--- src/rtl/aes_pkg.sv ---
// Shared AES datapath types and constants for the output stage.
// Also provides the word-select helper used by the serializer.
package aes_pkg;

  localparam int AES_BLOCK_W         = 128;
  localparam int AES_WORD_W          = 32;
  localparam int AES_WORDS_PER_BLOCK = 4;

  typedef logic [AES_BLOCK_W-1:0] aes_block_t;
  typedef logic [AES_WORD_W-1:0]  aes_word_t;

  typedef enum logic {
    IDLE,
    STREAM
  } aes_ser_state_t;

  // Word 0 is the most significant 32 bits of the block.
  function automatic aes_word_t aes_word_sel(input aes_block_t blk, input logic [1:0] idx);
    aes_word_t w;
    w = '0;
    case (idx)
      2'd0: w = blk[127:96];
      2'd1: w = blk[95:64];
      2'd2: w = blk[63:32];
      2'd3: w = blk[31:0];
      default: w = '0;
    endcase
    return w;
  endfunction

endpackage

--- src/rtl/aes_block_fifo.sv ---
// DEPTH-entry FIFO of 128-bit plaintext blocks with count/full/empty status.
// Head entry is read combinationally so a freshly pushed block is visible next cycle.
module aes_block_fifo
  import aes_pkg::*;
#(
  parameter int DEPTH = 4
) (
  input  logic                     clk,
  input  logic                     n_rst,
  input  logic                     push,
  input  logic                     pop,
  input  logic                     flush,
  input  aes_block_t               wr_data,
  output aes_block_t               rd_data,
  output logic [$clog2(DEPTH):0]   count,
  output logic                     full,
  output logic                     empty
);

  localparam int AW = $clog2(DEPTH);
  localparam int CW = AW + 1;

  aes_block_t      mem [DEPTH];
  logic [AW-1:0]   wr_ptr_reg;
  logic [AW-1:0]   rd_ptr_reg;
  logic [CW-1:0]   count_reg;

  // Pointers wrap naturally because DEPTH is a power of two.
  always_ff @(posedge clk or negedge n_rst) begin
    if (!n_rst) begin
      wr_ptr_reg <= '0;
      rd_ptr_reg <= '0;
      count_reg  <= '0;
    end else if (flush) begin
      wr_ptr_reg <= '0;
      rd_ptr_reg <= '0;
      count_reg  <= '0;
    end else begin
      if (push) wr_ptr_reg <= wr_ptr_reg + 1'b1;
      if (pop)  rd_ptr_reg <= rd_ptr_reg + 1'b1;
      case ({push, pop})
        2'b10:   count_reg <= count_reg + 1'b1;
        2'b01:   count_reg <= count_reg - 1'b1;
        default: count_reg <= count_reg;
      endcase
    end
  end

  // Storage is deliberately not reset; only the pointers define validity.
  always_ff @(posedge clk) begin
    if (push && !flush) mem[wr_ptr_reg] <= wr_data;
  end

  assign rd_data = mem[rd_ptr_reg];
  assign count   = count_reg;
  assign full    = (count_reg == CW'(DEPTH));
  assign empty   = (count_reg == '0);

endmodule

--- src/rtl/aes_output_buffer.sv ---
// Buffers finished AES blocks and drains them as a 32-bit valid/ready word stream.
// Optional build macro AES_OUT_BSWAP_EN byte-reverses every output word.
module aes_output_buffer
  import aes_pkg::*;
#(
  parameter int DEPTH = 4
) (
  input  logic                     clk,
  input  logic                     n_rst,
  input  logic                     data_done,
  input  logic [127:0]             data_output,
  input  logic                     flush,
  output logic                     is_full,
  output logic [31:0]              word_out,
  output logic                     word_valid,
  input  logic                     word_ready,
  output logic                     word_last,
  output logic [$clog2(DEPTH):0]   blocks_stored
);

  localparam int CW = $clog2(DEPTH) + 1;

  aes_ser_state_t  state_reg, state_next;
  logic [1:0]      k_reg, k_next;
  logic            push, pop, fire, empty;
  logic [CW-1:0]   count, count_next;
  aes_block_t      head;
  aes_word_t       slice, word_mux;

  assign push = data_done && !is_full && !flush;
  assign fire = word_valid && word_ready;
  assign pop  = fire && (k_reg == 2'd3) && !flush;
  assign count_next = count + CW'(push) - CW'(pop);

  aes_block_fifo #(.DEPTH(DEPTH)) u_fifo (
    .clk     (clk),
    .n_rst   (n_rst),
    .push    (push),
    .pop     (pop),
    .flush   (flush),
    .wr_data (data_output),
    .rd_data (head),
    .count   (count),
    .full    (is_full),
    .empty   (empty)
  );

  always_ff @(posedge clk or negedge n_rst) begin
    if (!n_rst) begin
      state_reg <= IDLE;
      k_reg     <= '0;
    end else begin
      state_reg <= state_next;
      k_reg     <= k_next;
    end
  end

  // Leaving IDLE on the push edge gives first-word latency of one cycle.
  always_comb begin
    state_next = state_reg;
    k_next     = k_reg;
    case (state_reg)
      IDLE: begin
        if (count_next != '0) state_next = STREAM;
      end
      STREAM: begin
        if (fire) begin
          if (k_reg == 2'd3) begin
            k_next = '0;
            if (count_next == '0) state_next = IDLE;
          end else begin
            k_next = k_reg + 1'b1;
          end
        end
      end
      default: state_next = IDLE;
    endcase
    if (flush) begin
      state_next = IDLE;
      k_next     = '0;
    end
  end

  assign slice = aes_word_sel(head, k_reg);

`ifdef AES_OUT_BSWAP_EN
  genvar gi;
  for (gi = 0; gi < 4; gi++) begin : g_bswap
    assign word_mux[8*gi +: 8] = slice[31-8*gi -: 8];
  end
`else
  assign word_mux = slice;
`endif

  assign word_valid    = (state_reg == STREAM);
  assign word_last     = word_valid && (k_reg == 2'd3);
  assign word_out      = word_valid ? word_mux : '0;
  assign blocks_stored = count;

endmodule

--- config.mk ---
export PLATFORM = sky130hd
export DESIGN_NAME = aes_output_buffer
export DESIGN_NICKNAME = d
export VERILOG_FILES = /design/src/rtl/aes_pkg.sv /design/src/rtl/aes_block_fifo.sv /design/src/rtl/aes_output_buffer.sv
export SDC_FILE = /design/constraint.sdc
export NUM_CORES = 1
export LEC_CHECK = 0
export BUFFER_PORTS_ARGS = -buffer_cell sky130_fd_sc_hd__buf_4
export CORE_ASPECT_RATIO = 1.4
export CORE_MARGIN = 5
export CORE_UTILIZATION = 62
export DETAILED_ROUTE_END_ITERATION = 10
export PLACE_DENSITY = 0.88
export SLEW_MARGIN = 15
export SYNTH_ARGS = -nofsm -noshare
export SYNTH_HDL_FRONTEND = slang
export SYNTH_SLANG_ARGS = --single-unit
export TNS_END_PERCENT = 30
--- constraint.sdc ---
create_clock -name clk -period 8.3 [get_ports clk]
set_input_delay 1.245 -clock clk [delete_from_list [all_inputs] [get_ports clk]]
set_output_delay 1.245 -clock clk [all_outputs]
set_load 0.005 [all_outputs]
==> metrics.csv, run 1 <==
stage;metric;value;unit
critical_path;startpoint;u_fifo.rd_ptr_reg[0]$_DFFE_PN0P_;
sta;slew_violations;0;
detailed_routing;drtIter0Drc;1112;
clock_network;clockBufferDepth;3;
critical_path;regToRegEndpoint;u_fifo.mem[1][111]$_DFFE_PP_;
layout;drive_above_1_share;29.0;%
critical_path;cp.arrival;4.06;ns
power;peakVddDrop;0.200;mV
critical_path;critPathKind;reg -> out;
logic_synthesis;synth_top_area_share;76.2;%
floorplan;io_pins;171;
floorplan;start_util;62.4;%
logic_synthesis;syn_nets;1156;
floorplan;dieArea;36300;µm²
detailed_routing;vias;10500;
placed_design;routabilityCongestion;0.750;
sta;fin_skew;0.0249;ns
logic_synthesis;synth.distinct_cells;43;
clock_network;htree_levels;2;
sta;rsz0062_at_grt;no;
clock_network;cts-root-buf;clkbuf_16;
sta;post-route-period-util;63.9;%
detailed_routing;routed_wl;43400;µm
clock_network;numCtsBuffers;45;
layout;largest_reg_flops;512;
logic_synthesis;netlist_instances;1011;
logic_synthesis;synth.area.top_cells;edfxtp_1 76%, mux4_2 7.1%, mux2i_1 3.3%;
layout;final_common_cell;edfxtp_1;
logic_synthesis;yosysSeqAreaShare;77.5;%
logic_synthesis;syn-cell-area;20200;µm²
run;drv_cap;0;
global_route;antenna_found_initial;10;
sta;maxSlewHeadroom;19.5;%
logic_synthesis;synth_warnings;0;
critical_path;endpoint;word_out[23];
status;outcome;completed;
layout;area_growth;14.8;%
global_route;grt_use_total;23.9;%
clock_network;clock_latency;0.56;ns
floorplan;die_h;223;µm
clock_network;cts_tree;yes;
detailed_routing;via_per_inst;6.37;
layout;final_cell_mix;512 x edfxtp_1, 177 x buf_4, 66 x mux2i_1;
sta;finalSetupViolCount;0;
floorplan;num_rows;78;
sta;fin_tns_setup;0;ns
clock_network;cts_setup_buffers;0;
critical_path;critPathLaunchType;flip-flop;
floorplan;die_w;162;µm
global_route;grt_pass1_vias;11200;
layout;nNetsFinal;1319;
layout;layout.cells.non_filler;1652;
placed_design;dpl-instance-area;21700;µm²
layout;design_area;23200;µm²
placed_design;hpwl;24200;µm
logic_synthesis;avgSynthCellArea;20.0;µm²
logic_synthesis;async_reset_ff_share;1.92;%
critical_path;r2r-start;u_fifo.count[2]$_DFFE_PN0P_;
sta;hold_viol;0;
global_route;grt_pass1_wl;65300;µm
sta;tightest_slew;1.21;ns
clock_network;clk_pin_slew;0.06;ns
critical_path;reg2regPathDepth;5;
detailed_routing;drc;0;
global_route;grt.overflow.total;0;
critical_path;path_max_fanout;54;
clock_network;cts_resized;0;
critical_path;cp_data_required_time;7.05;ns
placed_design;dp_cells;1567;
power;leakagePower;0.00734;µW
floorplan;core-area;32300;µm²
logic_synthesis;yosysTopAreaCell;edfxtp_1;
sta;max_freq;189;MHz
clock_network;hold_buffers;0;
detailed_routing;drt_first_pass_iters;7;
logic_synthesis;synth_edf_count;512;
critical_path;reg2reg_slack;4.77;ns
min_path;min_path_type;in -> async;
critical_path;end_kind;output pin;
global_route;grt_max_degree;76;
detailed_routing;routedWlPerCell;26.3;µm
clock_network;numClockSinks;522;
sta;period_minus_slack;5.30;ns
power;p_per_area;230;nW/µm²
detailed_routing;ant_nets;0;
placed_design;io_buffers;170;
logic_synthesis;ys.flop_type;edfxtp_1;
logic_synthesis;ys_seq_elements;522;
-- cell usage after synthesis (16+ instances only) --
library cell / count
mux2i_1: 66
nand2_1: 36
mux4_2: 64
clkbuf_1: 21
o21ai_1: 16
o21ai_0: 18
mux2_2: 31
a32oi_1: 31
a31oi_1: 31
a211oi_1: 32
o22ai_1: 30
edfxtp_1: 512
buf_2: 24
-- routing by layer --
metal	part of all wire, %	GRT usage, %
met5	0.046	0
met4	3.7	10.6
met3	7.7	4.93
met2	52	39.8
met1	36	30.5
-- how the worst min path moves through the flow --
stage / startpoint / end / slack (ns) / depth (start not counted)
after floorplan: u_fifo.wr_ptr_reg[1]$_DFFE_PN0P_ / u_fifo.wr_ptr_reg[1]$_DFFE_PN0P_ / 0.54 / 2
after global placement: k_reg[1]$_DFFE_PN0P_ / k_reg[1]$_DFFE_PN0P_ / 0.55 / 2
after detailed placement: k_reg[1]$_DFFE_PN0P_ / k_reg[1]$_DFFE_PN0P_ / 0.57 / 2
after CTS: n_rst / u_fifo.count[0]$_DFFE_PN0P_ / 0.51 / 1
after global routing: n_rst / u_fifo.count[1]$_DFFE_PN0P_ / 0.51 / 1
final: n_rst / u_fifo.count[1]$_DFFE_PN0P_ / 0.53 / 1
-- critical path, cell delays in order (launching register included) --
cell and delay (ns):
dfrtp_4 0.87, buf_4 0.85, and2_2 0.94, a32oi_1 0.25
a31oi_1 0.36, buf_4 0.18
-- cells by family after synthesis --
family                     Yosys count  synth area share, %
DFF                                522                 77.5
and+or+nand+nor                     69                 1.61
AOI/OAI and AO/OA                  169                 5.63
buffers and inverters               70                 1.95
muxes                              162                 12.2
xor gates and xnor gates             7                0.304
adders and majority gates           12                0.819
-- power by group --
part           internal, µW  switching, µW
logic                   125            176
clock network          1150            874
registers              2980           32.5
total                  4260           1080
-- metrics by stage --
stage          utilization [%]  hold WS (ns)  worst slack (ns)  total power [µW]
3_3_place_gp              67.3         0.555              3.60              3350
3_5_place_dp              67.3         0.570              3.58              3360
6_report                  71.7         0.525              3.00              5340
5_1_grt                   71.7         0.515              2.75              5500
4_1_cts                   71.6         0.514              2.99              5360
2_1_floorplan                -         0.542              3.20              3190
-- final cells by class --
type                    instances  area (µm²)
repair buffers                177        1330
fillers                      1855        9140
well taps                     440         551
diodes                          9        22.5
multi-input cells             419        4190
flip-flops and latches        522       15600
clock inverters                18         191
inverters                       9        33.8
clock buffers                  58        1220
Power figures use the tool's default switching activity.
==> run 2, diff against run 1 <==
- CORE_UTILIZATION: 62 -> 54
- PLACE_DENSITY: 0.88 -> 0.82
- clock period: 8.3 -> 4.8 ns (I/O delays scaled with it)
==> run 2 against run 1 <==
Net effect:
- die area rose by 14%
- clock skew fell by 0.0086 ns
- critical path depth unchanged
- flip-flop and latch count unchanged
- wire length grew 2.5%
- total power grew 76%
- clock power is 79% higher
- global-route usage decreased by 2.8 points
- via count grew 0.84%
- highest routed layer unchanged
==> metrics.csv, run 2 (synthesized netlist as in run 1, its figures left out) <==
stage;metric;value;unit;change
clock_network;clk_pin_slew;0.07;ns;was 0.06 ns
layout;final_cell_mix;512 x edfxtp_1, 184 x buf_4, 66 x mux2i_1;;was 512 x edfxtp_1, 177 x buf_4, 66 x mux2i_1
global_route;grt_pass1_wl;66300;µm;was 65300 µm
layout;final_common_cell;edfxtp_1;;unchanged
placed_design;hpwl;25800;µm;was 24200 µm
layout;area_growth;16.1;%;was 14.8%
global_route;grt_max_degree;76;;unchanged
floorplan;die_h;239;µm;was 223 µm
sta;slew_violations;0;;unchanged
floorplan;start_util;54.9;%;was 62.4%
critical_path;startpoint;u_fifo.rd_ptr_reg[1]$_DFFE_PN0P_;;was u_fifo.rd_ptr_reg[0]$_DFFE_PN0P_
layout;drive_above_1_share;29.8;%;was 29.0%
power;peakVddDrop;0.305;mV;was 0.200 mV
clock_network;cts_tree;yes;;unchanged
sta;rsz0062_at_grt;no;;unchanged
detailed_routing;ant_nets;0;;unchanged
clock_network;numClockSinks;522;;unchanged
clock_network;htree_levels;2;;unchanged
clock_network;numCtsBuffers;45;;unchanged
power;p_per_area;400;nW/µm²;was 230 nW/µm²
clock_network;cts-root-buf;clkbuf_16;;unchanged
detailed_routing;drtIter0Drc;1178;;was 1112
sta;maxSlewHeadroom;25.2;%;was 19.5%
floorplan;core-area;36800;µm²;was 32300 µm²
detailed_routing;drc;0;;unchanged
run;drv_cap;0;;unchanged
global_route;grt_use_total;21.0;%;was 23.9%
min_path;hp-start;data_output[99];;
critical_path;end_kind;output pin;;unchanged
detailed_routing;routed_wl;44500;µm;was 43400 µm
layout;largest_reg_flops;512;;unchanged
critical_path;critPathTopFamily;flip-flops;;was buffers and inverters
critical_path;r2r-start;u_fifo.count[2]$_DFFE_PN0P_;;unchanged
global_route;grt_pass1_vias;11200;;about the same
clock_network;clockBufferDepth;3;;unchanged
critical_path;cp_data_required_time;4.08;ns;was 7.05 ns
sta;tightest_slew;1.12;ns;was 1.21 ns
detailed_routing;via_per_inst;6.26;;was 6.37
critical_path;path_max_fanout;56;;was 54
sta;post-route-period-util;86.2;%;
critical_path;critPathKind;reg -> out;;unchanged
critical_path;crit_slowest_cell;dfrtp_4;;was and2_2
detailed_routing;vias;10600;;was 10500
placed_design;routabilityCongestion;0.762;;was 0.750
sta;period_minus_slack;4.14;ns;
clock_network;clock_latency;0.56;ns;about the same
floorplan;die_w;173;µm;was 162 µm
clock_network;cts_resized;0;;unchanged
critical_path;crit_chain;nand2b_2 > o22ai_1 > a211oi_1 > a31oi_1 > buf_4;;was buf_4 > and2_2 > a32oi_1 > a31oi_1 > buf_4
sta;fin_skew;0.0164;ns;was 0.0249 ns
critical_path;path_buf_inv;1;;was 2
power;total_power;9370;µW;was 5340 µW
critical_path;cpPeakStageDelay;0.99;ns;was 0.94 ns
min_path;min_path_type;in -> reg;;was in -> async
floorplan;num_rows;83;;was 78
power;leakagePower;0.00745;µW;was 0.00734 µW
sta;max_freq;242;MHz;
critical_path;critPathLaunchType;flip-flop;;unchanged
floorplan;io_pins;171;;unchanged
sta;hold_viol;0;;unchanged
layout;nNetsFinal;1332;;was 1319
detailed_routing;drt_first_pass_iters;5;;was 7
detailed_routing;routedWlPerCell;26.2;µm;was 26.3 µm
global_route;antenna_found_initial;10;;unchanged
sta;finalSetupViolCount;0;;unchanged
floorplan;dieArea;41400;µm²;was 36300 µm²
status;outcome;completed;;unchanged
critical_path;cp.arrival;3.42;ns;was 4.06 ns
sta;fin_tns_setup;0;ns;unchanged
global_route;grt.overflow.total;0;;unchanged
placed_design;io_buffers;170;;unchanged
## run 2: cell types whose count changed in the layout (fill, tap and decap cells not counted)
cell / previous run / this run
dlygate4sd3_1: 0 / 1
clkinv_2: 5 / 6
clkbuf_8: 2 / 1
bufinv_16: 4 / 6
buf_12: 0 / 5
diode_2: 9 / 6
clkinv_1: 8 / 11
buf_4: 177 / 184
clkinv_8: 1 / 0
inv_16: 0 / 1
inv_6: 0 / 3
clkbuf_16: 46 / 45
## run 2: layer usage
metal / up-vias / wire, µm / share of wire (%) / GRT usage, %
met5: - / 58 / 0.13 / 0
met4: 8 / 1440 / 3.2 / 9.08
met3: 107 / 3390 / 7.6 / 4.41
met2: 524 / 23500 / 53 / 36.6
met1: 5437 / 16100 / 36 / 25.7
li1: 4540 / - / - / -
## run 2: worst paths after layout
path	slack, ns	to	cells after the start
setup / recovery	0.66	word_out[17]	5
hold / removal	0.36	u_fifo.mem[3][99]$_DFFE_PP_	1
setup reg to reg	1.96	u_fifo.mem[0][79]$_DFFE_PP_	5
hold reg to reg	0.61	k_reg[1]$_DFFE_PN0P_	2
max in group asynchronous	4.09	u_fifo.rd_ptr_reg[1]$_DFFE_PN0P_	2
min in group asynchronous	0.54	u_fifo.count[0]$_DFFE_PN0P_	2
## run 2: final cells by class
type,instances,area (µm²)
sequential,522,15600
fill,2487,13300
multi-input combinational,419,4190
timing repair buffer,190,1490
clock buffer,56,1180
tap,467,584
clock inverter,27,298
inverter,9,33.8
antenna,6,15.0
## run 2: worst reg2reg max path, cell delays in order (launching register included)
cell      delay (ns)
dfrtp_1         0.43
nor3b_2         0.18
nand2b_1        0.27
nor2_1          0.38
and2_4          0.72
buf_4           0.51
## run 2: where the power goes
part | total (µW) | internal, µW | switching, µW
clock network | 3640 | 2080 | 1560
registers | 5190 | 5140 | 45.3
logic | 548 | 225 | 323
total | 9370 | 7450 | 1930
## run 2: per-stage QoR
stage,hold WS [ns],cells,cell area (µm²),setup slack (ns),util (%)
after floorplan,0.424,1011,20200,0.230,-
after global placement,0.556,1606,21900,1.36,59.6
after detailed placement,0.562,1606,21900,1.27,59.6
after CTS,0.330,1690,23400,0.602,63.7
after global routing,0.336,1696,23400,0.528,63.7
final,0.356,1696,23400,0.660,63.7
## run 2: timing repair
item,in CTS,in global routing
setup endpoints to repair,0,0
hold buffers,1,0
setup buffers,0,0
hold endpoints to repair,10,0
==> run 3, diff against run 2 <==
- ABC_AREA: unset -> 1
==> run 3 against run 2 <==
Net effect:
- flip-flop and latch count unchanged
- utilization down 0.65 points
- clock-buffer cell count up 3
- global-route usage up 2.8 points
- clock skew up 0.0041 ns
- sequential share of layout area down 5.4 points
- maximum frequency up 4.2%
- sequential power about the same
==> metrics.csv, run 3 <==
stage;metric;value;unit;change
status;outcome;completed;;unchanged
sta;post-route-period-util;82.8;%;was 86.2%
logic_synthesis;synthMostInstantiatedCell;nand2_1;;was edfxtp_1
global_route;antenna_found_initial;18;;was 10
clock_network;numClockSinks;522;;unchanged
logic_synthesis;syn-cell-area;22100;µm²;was 20200 µm²
sta;fin_tns_setup;0;ns;unchanged
critical_path;crit_chain;inv_6 > buf_4 > o21ai_0 > o21ai_0 > o21ai_0 > nor2_1 > buf_4;;was nand2b_2 > o22ai_1 > a211oi_1 > a31oi_1 > buf_4
critical_path;cpMostUsedCell;o21ai_0;;
global_route;grt_pass1_wl;83900;µm;was 66300 µm
layout;layout.cells.non_filler;2778;;was 1696
logic_synthesis;async_reset_ff_share;1.92;%;unchanged
detailed_routing;drtIter0Drc;1617;;was 1178
critical_path;path_buf_inv;3;;was 1
placed_design;hpwl;32400;µm;was 25800 µm
layout;largest_reg_flops;512;;unchanged
floorplan;core-area;40400;µm²;was 36800 µm²
global_route;use_met1;26.3;%;was 25.7%
clock_network;cts_setup_buffers;0;;unchanged
critical_path;cp.arrival;3.25;ns;was 3.42 ns
logic_synthesis;ys.flop_type;edfxtp_1;;unchanged
power;clock_power_share;40.0;%;was 38.8%
floorplan;die_h;250;µm;was 239 µm
global_route;grt_use_total;23.8;%;was 21.0%
logic_synthesis;yosysTopAreaCell;edfxtp_1;;unchanged
detailed_routing;routed_wl;55600;µm;was 44500 µm
power;seqPwrFrac;53.7;%;was 55.4%
critical_path;cp_data_required_time;4.08;ns;about the same
logic_synthesis;synth_edf_count;512;;unchanged
detailed_routing;routedWlPerCell;20.0;µm;was 26.2 µm
logic_synthesis;synthTopCellsByCount;596 x nand2_1, 512 x edfxtp_1, 276 x inv_1;;was 512 x edfxtp_1, 66 x mux2i_1, 64 x mux4_2
run;drv_cap;0;;unchanged
critical_path;critPathKind;reg -> out;;unchanged
detailed_routing;via_per_inst;5.44;;was 6.26
layout;drive_above_1_share;12.0;%;was 29.8%
sta;slew_violations;0;;unchanged
global_route;grt.overflow.total;0;;unchanged
placed_design;io_buffers;170;;unchanged
sta;maxSlewHeadroom;17.9;%;was 25.2%
clock_network;cts-root-buf;clkbuf_16;;unchanged
logic_synthesis;synth_top_area_share;69.4;%;was 76.2%
critical_path;critPathLaunchType;flip-flop;;unchanged
sta;tightest_slew;1.23;ns;was 1.12 ns
critical_path;crit_slowest_cell;inv_6;;was dfrtp_4
power;peakVddDrop;0.315;mV;was 0.305 mV
clock_network;htree_levels;2;;unchanged
floorplan;start_util;54.8;%;was 54.9%
layout;area_growth;15.0;%;was 16.1%
power;leakagePower;0.0105;µW;was 0.00745 µW
global_route;grt_max_degree;258;;was 76
global_route;grt-busiest-layer;met2;;unchanged
sta;finalSetupViolCount;0;;unchanged
layout;final_common_cell;nand2_1;;was edfxtp_1
logic_synthesis;ys_seq_elements;522;;unchanged
detailed_routing;drc;0;;unchanged
detailed_routing;ant_nets;0;;unchanged
placed_design;dp_cells;2672;;was 1606
global_route;use_met2;42.7;%;was 36.6%
logic_synthesis;synth.area.top_cells;edfxtp_1 69%, nand2_1 10%, nand3_1 5.2%;;was edfxtp_1 76%, mux4_2 7.1%, mux2i_1 3.3%
power;swShare;21.3;%;was 20.6%
layout;nNetsFinal;2335;;was 1332
power;p_per_area;377;nW/µm²;was 400 nW/µm²
layout;final_cell_mix;596 x nand2_1, 512 x edfxtp_1, 275 x inv_1;;was 512 x edfxtp_1, 184 x buf_4, 66 x mux2i_1
sta;hold_ws;0.339;ns;was 0.356 ns
critical_path;end_kind;output pin;;unchanged
power;p_comb_share;6.3;%;was 5.8%
critical_path;critPathTopFamily;buffers and inverters;;was flip-flops
clock_network;clk_pin_slew;0.07;ns;about the same
logic_synthesis;netlist_instances;2051;;was 1011
floorplan;io_pins;171;;unchanged
clock_network;clockBufferDepth;3;;unchanged
critical_path;path_max_fanout;101;;was 56
floorplan;num_rows;87;;was 83
logic_synthesis;synth_warnings;0;;unchanged
clock_network;clock_latency;0.58;ns;was 0.56 ns
detailed_routing;vias;15100;;was 10600
sta;rsz0062_at_grt;no;;unchanged
floorplan;die_w;181;µm;was 173 µm
power;power.internal;7550;µW;was 7450 µW
critical_path;cpPeakStageDelay;0.68;ns;was 0.99 ns
clock_network;numCtsBuffers;49;;was 45
detailed_routing;drt_first_pass_iters;5;;unchanged
logic_synthesis;syn_nets;2196;;was 1156
power;p_switching;2040;µW;was 1930 µW
sta;fin_skew;0.0205;ns;was 0.0164 ns
logic_synthesis;avgSynthCellArea;10.8;µm²;was 20.0 µm²
global_route;grtUsageMet3;3.80;%;was 4.41%
logic_synthesis;yosysSeqAreaShare;70.6;%;was 77.5%
floorplan;dieArea;45200;µm²;was 41400 µm²
min_path;min_path_type;in -> reg;;unchanged
clock_network;cts_tree;yes;;unchanged
logic_synthesis;synth.distinct_cells;23;;was 43
sta;period_minus_slack;3.97;ns;was 4.14 ns
layout;fin_util;63.1;%;was 63.7%
global_route;grt_pass1_vias;15400;;was 11200
sta;hold_viol;0;;unchanged
placed_design;routabilityCongestion;0.779;;was 0.762
sta;max_freq;252;MHz;was 242 MHz
-- run 3: cells by family (layout without fill, tap and decap cells) --
group,count (synthesis),count (layout),share of synthesized area (%)
xor+xnor,4,4,0.158
simple gates,994,994,18.2
fa+ha+maj,12,12,0.746
buf+inv,381,560,7.21
other cells,0,14,0
compound gates,138,138,3.13
flops,522,522,70.6
-- run 3: through the flow --
stage	cell area, µm²	power (µW)	worst slack [ns]
after detailed placement	23800	5850	1.50
after global routing	25500	9860	0.708
final	25500	9590	0.825
after global placement	23800	5820	1.55
after CTS	25400	9630	0.896
after floorplan	22100	5530	-0.0926
-- run 3: power by group through the flow --
stage	sequential (µW)	clock, µW	combinational [µW]
2_1_floorplan	5260	0	269
3_3_place_gp	5250	0	579
3_5_place_dp	5250	0	599
4_1_cts	5160	3870	605
5_1_grt	5160	4040	659
6_report	5160	3830	604
-- run 3: area by class of cell --
class                      instances  area (µm²)
tap                              534         668
antenna                           14        35.0
clock buffer                      59        1310
inverter                         277        1050
clock inverter                    32         275
fill                            2904       14900
multi-input combinational       1148        4950
sequential                       522       15600
timing repair buffer             192        1540
-- run 3: final timing paths --
path                       slack [ns]  depth (start not counted)                              from                                to
max                              0.83                          7  u_fifo.rd_ptr_reg[1]$_DFFE_PN0P_                      word_out[16]
min                              0.34                          1                   data_output[31]       u_fifo.mem[2][31]$_DFFE_PP_
max reg2reg                      2.00                          5       u_fifo.count[1]$_DFFE_PN0P_       u_fifo.mem[3][28]$_DFFE_PP_
min reg2reg                      0.62                          2       u_fifo.count[0]$_DFFE_PN0P_       u_fifo.count[0]$_DFFE_PN0P_
max in group asynchronous        4.11                          2                             n_rst  u_fifo.rd_ptr_reg[0]$_DFFE_PN0P_
min in group asynchronous        0.53                          2                             n_rst       u_fifo.count[0]$_DFFE_PN0P_
-- run 3: timing repair --
| action | 4_1_cts | 5_1_grt |
|---|---|---|
| endpoints found under the hold margin | 10 | 0 |
| hold buffers | 1 | 0 |
| setup endpoints to repair | 0 | 0 |
| gates resized for setup | 0 | 0 |
-- run 3: worst register-to-register path: cells and delay by family, from the launching register on --
kind                   cells  cell delay (ns)
flip-flops                 1             0.48
AND/OR/NAND/NOR            4             1.18
buffers and inverters      1             0.55
-- run 3: layer usage --
layer,wire [µm],vias to the layer above
li1,-,7025
met1,19100,7333
met2,29700,617
met3,3540,145
met4,3210,4
met5,27,-
